File: config.mk
export PLATFORM = sky130hd
export DESIGN_NAME = grid_io_cfg_bank
export DESIGN_NICKNAME = d
export VERILOG_FILES = /design/src/rtl/grid_io_cfg_bank.sv
export SDC_FILE = /design/constraint.sdc
export NUM_CORES = 1
export LEC_CHECK = 0
export BUFFER_PORTS_ARGS = -buffer_cell sky130_fd_sc_hd__buf_2
export CORE_ASPECT_RATIO = 0.5
export CORE_MARGIN = 2
export CORE_UTILIZATION = 50
export CTS_BUF_LIST = sky130_fd_sc_hd__clkbuf_8
export CTS_CLUSTER_SIZE = 14
export DETAILED_ROUTE_END_ITERATION = 6
export PLACE_DENSITY = 0.86
export RECOVER_POWER = 100
export SKIP_CTS_REPAIR_TIMING = 1
export SYNTH_ARGS = -nofsm -noshare
export SYNTH_HDL_FRONTEND = slang
export SYNTH_SLANG_ARGS = --single-unit
File: constraint.sdc
create_clock -name prog_clk -period 4.9 [get_ports prog_clk]
set_clock_uncertainty 0.05 [all_clocks]
set_input_delay 0 -clock prog_clk [delete_from_list [all_inputs] [get_ports prog_clk]]
set_output_delay 0 -clock prog_clk [all_outputs]
set_load 0.005 [all_outputs]
File: src/rtl/grid_io_cfg_bank.sv
// Purpose: IO grid tile with handshaked shadow/active config words driving pad oe and input gating.
// Latency: write holds the port WL_PULSE cycles, read data one cycle after accept, commit visible next cycle, pad-in SYNC_STAGES cycles.
// Backpressure: cfg_ready drops while a write pulse or read is in flight; a request not accepted is ignored and must be held.
//
// Ports:
//   prog_clk, pReset              - clock, synchronous active-high reset
//   cfg_valid/cfg_ready/cfg_we    - request handshake, 1 = write, 0 = read
//   cfg_addr                      - 0 shadow OE, 1 shadow IE, 2 active OE (ro), 3 active IE (ro)
//   cfg_data/cfg_rdata/cfg_rvalid - write word, read word, one-cycle read strobe
//   cfg_commit                    - level-sampled copy of shadow words into active words
//   gfpga_pad_GPIO_PAD_*          - pad cell in/out/oe
//   io_top_out/io_top_in          - fabric-side pad data
module grid_io_cfg_bank #(
  parameter int NUM_IO      = 8,
  parameter int WL_PULSE    = 2,
  parameter int SYNC_STAGES = 2
) (
  input  logic              prog_clk,
  input  logic              pReset,
  input  logic              cfg_valid,
  output logic              cfg_ready,
  input  logic              cfg_we,
  input  logic [1:0]        cfg_addr,
  input  logic [NUM_IO-1:0] cfg_data,
  output logic [NUM_IO-1:0] cfg_rdata,
  output logic              cfg_rvalid,
  input  logic              cfg_commit,
  input  logic [NUM_IO-1:0] gfpga_pad_GPIO_PAD_in,
  output logic [NUM_IO-1:0] gfpga_pad_GPIO_PAD_out,
  output logic [NUM_IO-1:0] gfpga_pad_GPIO_PAD_oe,
  input  logic [NUM_IO-1:0] io_top_out,
  output logic [NUM_IO-1:0] io_top_in
);

  localparam int CNT_W = (WL_PULSE > 1) ? $clog2(WL_PULSE) : 1;

  typedef enum logic [1:0] {
    IDLE  = 2'd0,
    PULSE = 2'd1,
    READ  = 2'd2
  } state_t;

  state_t            state_q, state_d;
  logic [CNT_W-1:0]  cnt_q, cnt_d;
  logic [NUM_IO-1:0] sh_oe, sh_ie, act_oe, act_ie;
  logic [NUM_IO-1:0] sh_oe_next, sh_ie_next;
  logic [NUM_IO-1:0] rd_sel;
  logic [NUM_IO-1:0] rdata_q;
  logic              wr_accept, rd_accept;
  logic [NUM_IO-1:0] sync_q [SYNC_STAGES];

  // Ready is masked by reset so nothing can be accepted on a reset edge.
  assign cfg_ready = (state_q == IDLE) && !pReset;
  assign wr_accept = cfg_valid && cfg_ready && cfg_we;
  assign rd_accept = cfg_valid && cfg_ready && !cfg_we;

  // Shadow values including a write accepted this cycle, so a coincident
  // commit picks the new word up.
  assign sh_oe_next = (wr_accept && cfg_addr == 2'd0) ? cfg_data : sh_oe;
  assign sh_ie_next = (wr_accept && cfg_addr == 2'd1) ? cfg_data : sh_ie;

  always_comb begin
    rd_sel = '0;
    case (cfg_addr)
      2'd0:    rd_sel = sh_oe;
      2'd1:    rd_sel = sh_ie;
      2'd2:    rd_sel = act_oe;
      default: rd_sel = act_ie;
    endcase
  end

  always_comb begin
    state_d = state_q;
    cnt_d   = cnt_q;
    case (state_q)
      IDLE: begin
        if (wr_accept) begin
          state_d = PULSE;
          cnt_d   = '0;
        end else if (rd_accept) begin
          state_d = READ;
        end
      end
      PULSE: begin
        if (cnt_q == CNT_W'(WL_PULSE - 1)) begin
          state_d = IDLE;
        end else begin
          cnt_d = cnt_q + CNT_W'(1);
        end
      end
      READ:    state_d = IDLE;
      default: state_d = IDLE;
    endcase
  end

  always_ff @(posedge prog_clk) begin
    if (pReset) begin
      state_q <= IDLE;
      cnt_q   <= '0;
      sh_oe   <= '0;
      sh_ie   <= '0;
      act_oe  <= '0;
      act_ie  <= '0;
      rdata_q <= '0;
    end else begin
      state_q <= state_d;
      cnt_q   <= cnt_d;
      sh_oe   <= sh_oe_next;
      sh_ie   <= sh_ie_next;
      if (cfg_commit) begin
        act_oe <= sh_oe_next;
        act_ie <= sh_ie_next;
      end
      if (rd_accept) begin
        rdata_q <= rd_sel;
      end
    end
  end

  // Pad-input synchroniser; the act_ie gate sits after the chain so a
  // direction change never opens a path around the flops.
  always_ff @(posedge prog_clk) begin
    if (pReset) begin
      for (int i = 0; i < SYNC_STAGES; i++) begin
        sync_q[i] <= '0;
      end
    end else begin
      sync_q[0] <= gfpga_pad_GPIO_PAD_in;
      for (int i = 1; i < SYNC_STAGES; i++) begin
        sync_q[i] <= sync_q[i-1];
      end
    end
  end

  // Strobe is masked by reset so an aborted read never reports data.
  assign cfg_rvalid             = (state_q == READ) && !pReset;
  assign cfg_rdata              = rdata_q;
  assign gfpga_pad_GPIO_PAD_oe  = act_oe;
  assign gfpga_pad_GPIO_PAD_out = io_top_out & act_oe;
  assign io_top_in              = sync_q[SYNC_STAGES-1] & act_ie;

endmodule

# ---- Word-level counts from Yosys, hierarchy flattened
# Memory sizes are Yosys's and may differ from the RTL's.
# Index checks and enable logic that the tools add are counted.
dict set report word_totals {
  reg_bits 43
  mem_bits_rw 16
  in_bits 31
  output_inout_bits 34
  elab_cells 49
  n_memories 1
}
dict set report classes {
  addsub 1
  n_eq_ne 7
  mux 15
  n_bitwise 4
  reduce_logical 14
}
# name words width read_ports rd_clocked_by_memory_dff wr line_no
set memory_table {}
lappend memory_table {sync_q 2 8 2 0 2 50} ;# logic [NUM_IO-1:0] sync_q [SYNC_STAGES];
# op count
set op_table {}
lappend op_table {{$mux W8} 4}
lappend op_table {{$pmux W8 S3} 1}
lappend op_table {{$and A8 B8 Y8} 2}
lappend op_table {{$logic_and A1 B1 Y1} 7}
lappend op_table {{$mux W2} 3}
lappend op_table {{$mux W1} 5}
lappend op_table {{$eq A2 B1 Y1 const B} 2}
lappend op_table {{$eq A2 B2 Y1 const B} 2}
lappend op_table {{$logic_not A2 Y1} 2}
lappend op_table {{$ne A2 B2 Y1 const B} 2}
lappend op_table {{$pmux W2 S2} 1}
lappend op_table {{$reduce_and A2 Y1} 2}
lappend op_table {{$ne A3 B3 Y1 const B} 1}
lappend op_table {{$logic_not A1 Y1} 2}
lappend op_table {{$or A1 B1 Y1} 2}
lappend op_table {{$pmux W1 S2} 1}
lappend op_table {{$reduce_bool A2 Y1} 1}
lappend op_table {{$add A1 B1 Y1 const B} 1}

# ---- Longest topological paths before layout
dict set report logic_depth {
  depth_word 7
  ltp_mapped 6
  mapped_depth_nobuf 3
}

# ---- Worst setup path after synthesis
# Ideal clock, no wire load.
dict set report synth_path {
  kind {register to register}
  start {register state_q[0]}
  end {register act_oe[6], in the netlist gfpga_pad_GPIO_PAD_oe[6]}
  setup_ns 0.081
  arrival_time_ns 1.436
  setup_slack_ns 3.332
  path_stages_with_launch 6
  path_buffers 2
  synth_period_minus_slack_ns 1.568
  cell_sequence {dfxtp_1 > or3_1 > buf_6 > buf_6 > o31a_1 > a211oi_2}
}
dict set report synth_via {
  elab_chain_cells 6
}
# item line_no
set synth_lines {}
lappend synth_lines {{from (decl)} 43} ;# state_t state_q, state_d;
lappend synth_lines {{from (signal assigned)} 106} ;# state_q <= state_d;
lappend synth_lines {{$logic_not A2 Y1} 53} ;# assign cfg_ready = (state_q == IDLE) && !pReset;
lappend synth_lines {{$logic_and A1 B1 Y1} 53}
lappend synth_lines {{$logic_and A1 B1 Y1 (2 in series)} 54} ;# assign wr_accept = cfg_valid && cfg_ready && cfg_we;
lappend synth_lines {{$logic_and A1 B1 Y1} 59} ;# assign sh_oe_next = (wr_accept && cfg_addr == 2'd0) ? cfg_data : sh_oe;
lappend synth_lines {{$mux W8} 59}
lappend synth_lines {{to (signal assigned)} 111} ;# act_oe <= sh_oe_next;
lappend synth_lines {{to (decl)} 45} ;# logic [NUM_IO-1:0] sh_oe, sh_ie, act_oe, act_ie;
# Every way passes these cells.
# A chain may end at the register's enable or synchronous reset.

# ---- Worst setup path after layout
dict set report layout_path {
  start {register state_q[0]}
  end {register state_q[1]}
}
dict set report layout_via {
  elab_chain_cells 6
  elab_cells_between_ends 11
}
# item line_no
set layout_lines {}
lappend layout_lines {{$logic_not A2 Y1} {53, 75}}
lappend layout_lines {{$logic_and A1 B1 Y1} 53}
lappend layout_lines {{$logic_and A1 B1 Y1} {54, 55}}
lappend layout_lines {{$logic_and A1 B1 Y1, on equally long branches} {54, 55}}
lappend layout_lines {{$mux W2 or $ne A3 B3 Y1 (tied branches)} -}
lappend layout_lines {{$pmux W2 S2 or $reduce_and A2 Y1 (tied branches)} -}
# Parallel ways exist; a longest one is shown, timed or not.

==> flow_metrics.py <==
metrics = {
    "layout": {
        "multi_input_area_sq_mm": 0.00119,
        "fin_nets": 354,
        "diodes": 0,
        "final_cell_mix": "59 x dfxtp_1, 52 x buf_2, 18 x nor2_1, 18 x dlygate4sd3_1",
        "drive_above_1_share_pct": 27.4,
        "mostFrequentLayoutCell": "dfxtp_1",
        "area_growth_pct": 25.8,
        "fill_cells": 385,
        "stdcell_count": 398,
        "seq_area_sq_mm": 0.00118,
    },
    "power": {
        "p_comb_share_pct": 10.9,
        "peakVddDrop_mv": 0.186,
        "power.internal_mw": 0.785,
        "p_switching_mw": 0.248,
        "power.density_mw_per_mm2": 325,
        "p_sw_share_pct": 24.0,
        "finalPower_mw": 1.03,
        "p_seq_share_pct": 49.3,
        "p_leak_nw": 1.28,
        "clkPwrFrac_pct": 39.7,
    },
    "grt": {
        "grt.met3_usage_pct": 5.71,
        "grt_pass1_vias": 1816,
        "met1_usage_pct": 24.0,
        "grt_first_pass_wirelength_um": 8400,
        "grt_most_used_layer": "met2",
        "grt_antenna_before_repair": 0,
        "met2_usage_pct": 33.2,
        "overflow": 0,
        "grt_max_degree": 55,
        "track_usage_pct": 19.7,
    },
    "sta": {
        "timing.final.ws_setup_ps": 1810,
        "worst_pin_slew_ps": 1290,
        "fin_crit_ps": 3090,
        "relSlewSlack_pct": 14.1,
        "rsz0062_at_grt": "false",
        "finalCritPeriodShare_pct": 63.1,
        "hold_violations": 0,
        "setup_viol": 0,
        "drv_slew": 0,
        "fmax_mhz": 324,
        "final.setup.tns_ps": 0,
        "whs_ps": 42.9,
    },
    "hold_path": {
        "hp-class": "input pin to flop",
    },
    "cts": {
        "clockBufferDepth": 2,
        "worst_skew_pair.late_latency_ps": 330,
        "cts.sinks": 59,
        "numCtsBuffers": 9,
        "path_clk_slew_ps": 60,
        "clock-root-buffer": "clkbuf_8",
        "tritoncts": "built",
        "htreeDepth": 3,
    },
    "floorplanning": {
        "dieArea_sq_mm": 0.00567,
        "ioPinCount": 65,
        "core_sq_mm": 0.00489,
        "row_count": 18,
        "dieWidth_um": 105,
        "die_height_um": 54.3,
        "start_util_pct": 51.7,
    },
    "drt": {
        "drt-initial-drc-count": 217,
        "vias_per_cell": 5.48,
        "first_pass_iters": 5,
        "finalWirelength_um": 5960,
        "drc": 0,
        "route.vias.total": 2183,
        "wire_per_inst_um": 15.0,
        "ant_nets": 0,
    },
    "setup_path": {
        "cp_max_fo": 33,
        "path_cells": "or3_1 > nor3b_1 > dlygate4sd3_1",
        "cp.arrival_ps": 3320,
        "critPathKind": "flop to flop",
        "crit_path_end_kind": "flop",
        "cp_slowest_cell": "nor3b_1",
        "cp-start-kind": "flop",
        "worstPathRequired_ps": 5130,
        "cp_slowest_stage_delay_ps": 1170,
    },
    "synth": {
        "ys_seq_elements": 59,
        "ys_types": 31,
        "synth_warnings": 0,
        "synth_nets": 280,
        "avgSynthCellArea_sq_um": 10.2,
        "synth.yosys.seq_area_share_pct": 46.7,
        "postSynthCellCount": 249,
        "synth_area_sq_mm": 0.00253,
    },
    "placed_design": {
        "hpwl_um": 3710,
        "place_inst": 364,
        "dp_slack_ps": 2730,
        "port_buffers": 64,
        "gp_congestion": 0.800,
    },
    "run_status": {
        "status": "finished clean",
    },
    "flow_run": {
        "cap_violations": 0,
    },
}
-- through the flow --
step | utilization, % | cell area [sq um]
after CTS | 61.9 | 3030
after global placement | 58.0 | 2840
after global routing | 65.1 | 3180
after detailed placement | 58.0 | 2840
final | 65.1 | 3180
after floorplan | - | 2530
-- state kept, by name, summed over array words and instances (netlist names) --
| name | cells |
|---|---|
| sh_ie | 8 |
| sync_q | 16 |
| sh_oe | 8 |
| cnt_q | 1 |
| gfpga_pad_GPIO_PAD_oe | 8 |
| state_q | 2 |
| act_ie | 8 |
| cfg_rdata | 8 |
-- layer usage --
| metal | wire length (um) | vias to the layer above |
|---|---|---|
| li1 | - | 1045 |
| met1 | 2460 | 1003 |
| met2 | 2870 | 119 |
| met3 | 549 | 16 |
| met4 | 82 | 0 |
| met5 | 0 | - |
-- power groups by stage --
stage	registers, mW	logic (mW)	clock network (mW)
after floorplan	0.516	0.0747	0
after global placement	0.518	0.0997	0
after detailed placement	0.520	0.103	0
after CTS	0.509	0.103	0.416
after global routing	0.511	0.124	0.436
final	0.510	0.113	0.411
-- worst max-delay path, delay by kind of cell (launching register included) --
kind                   cells  cell delay, ps
AND/OR/NAND/NOR            2            1950
buffers and inverters      1             670
flip-flops                 1             360
-- path summary, 6_finish.rpt --
path | start | end | slack (ps) | cells after the start
setup / recovery | state_q[0]$_SDFFE_PP0P_ | state_q[1]$_SDFFE_PP0P_ | 1810 | 3
hold / removal | cfg_valid | state_q[0]$_SDFFE_PP0P_ | 40 | 4
setup reg to reg | state_q[0]$_SDFFE_PP0P_ | state_q[1]$_SDFFE_PP0P_ | 1810 | 3
hold reg to reg | sync_q[0][5]$_SDFF_PP0_ | sync_q[0][13]$_SDFF_PP0_ | 380 | 1
-- synth_stat cells, drive strengths merged --
library cell | count | share of area, %
or4 | 1 | 0.30
nor2b | 17 | 4.2
or2 | 1 | 0.25
nand2b | 1 | 0.25
buf | 6 | 2.2
nand2 | 1 | 0.15
nor2 | 18 | 2.7
o21ai | 17 | 3.4
a211oi | 14 | 6.7
a22o | 8 | 2.8
nand3 | 16 | 3.2
and4bb | 1 | 0.49
a21oi | 17 | 3.4
and2 | 16 | 4.0
nor3b | 2 | 1.0
nor3 | 1 | 0.20
mux4 | 8 | 7.1
mux2 | 1 | 0.45
nand4b | 1 | 0.35
inv | 9 | 1.3
nor4b | 1 | 0.35
nand4bb | 1 | 0.45
clkbuf | 14 | 2.1
dfxtp | 59 | 47
or3 | 2 | 0.49
a311oi | 2 | 0.69
o31a | 14 | 4.9
-- logic make-up (layout without fill, tap and decap cells) --
logic type / after synthesis / count (layout) / share of synthesized area, %
compound gates: 72 / 72 / 21.8
flops: 59 / 59 / 46.7
buf+inv: 29 / 108 / 5.59
mux: 9 / 9 / 7.57
simple gates: 80 / 80 / 18.3
-- final cells by class --
cell class	instances	share of cell area, %
Clock buffer	13	5.63
Clock inverter	3	0.393
Inverter	9	1.06
Multi-Input combinational cell	161	37.5
Sequential cell	59	37.1
Tap cell	70	2.75
Timing Repair Buffer	83	15.5
(Power assumes the default switching activity.)
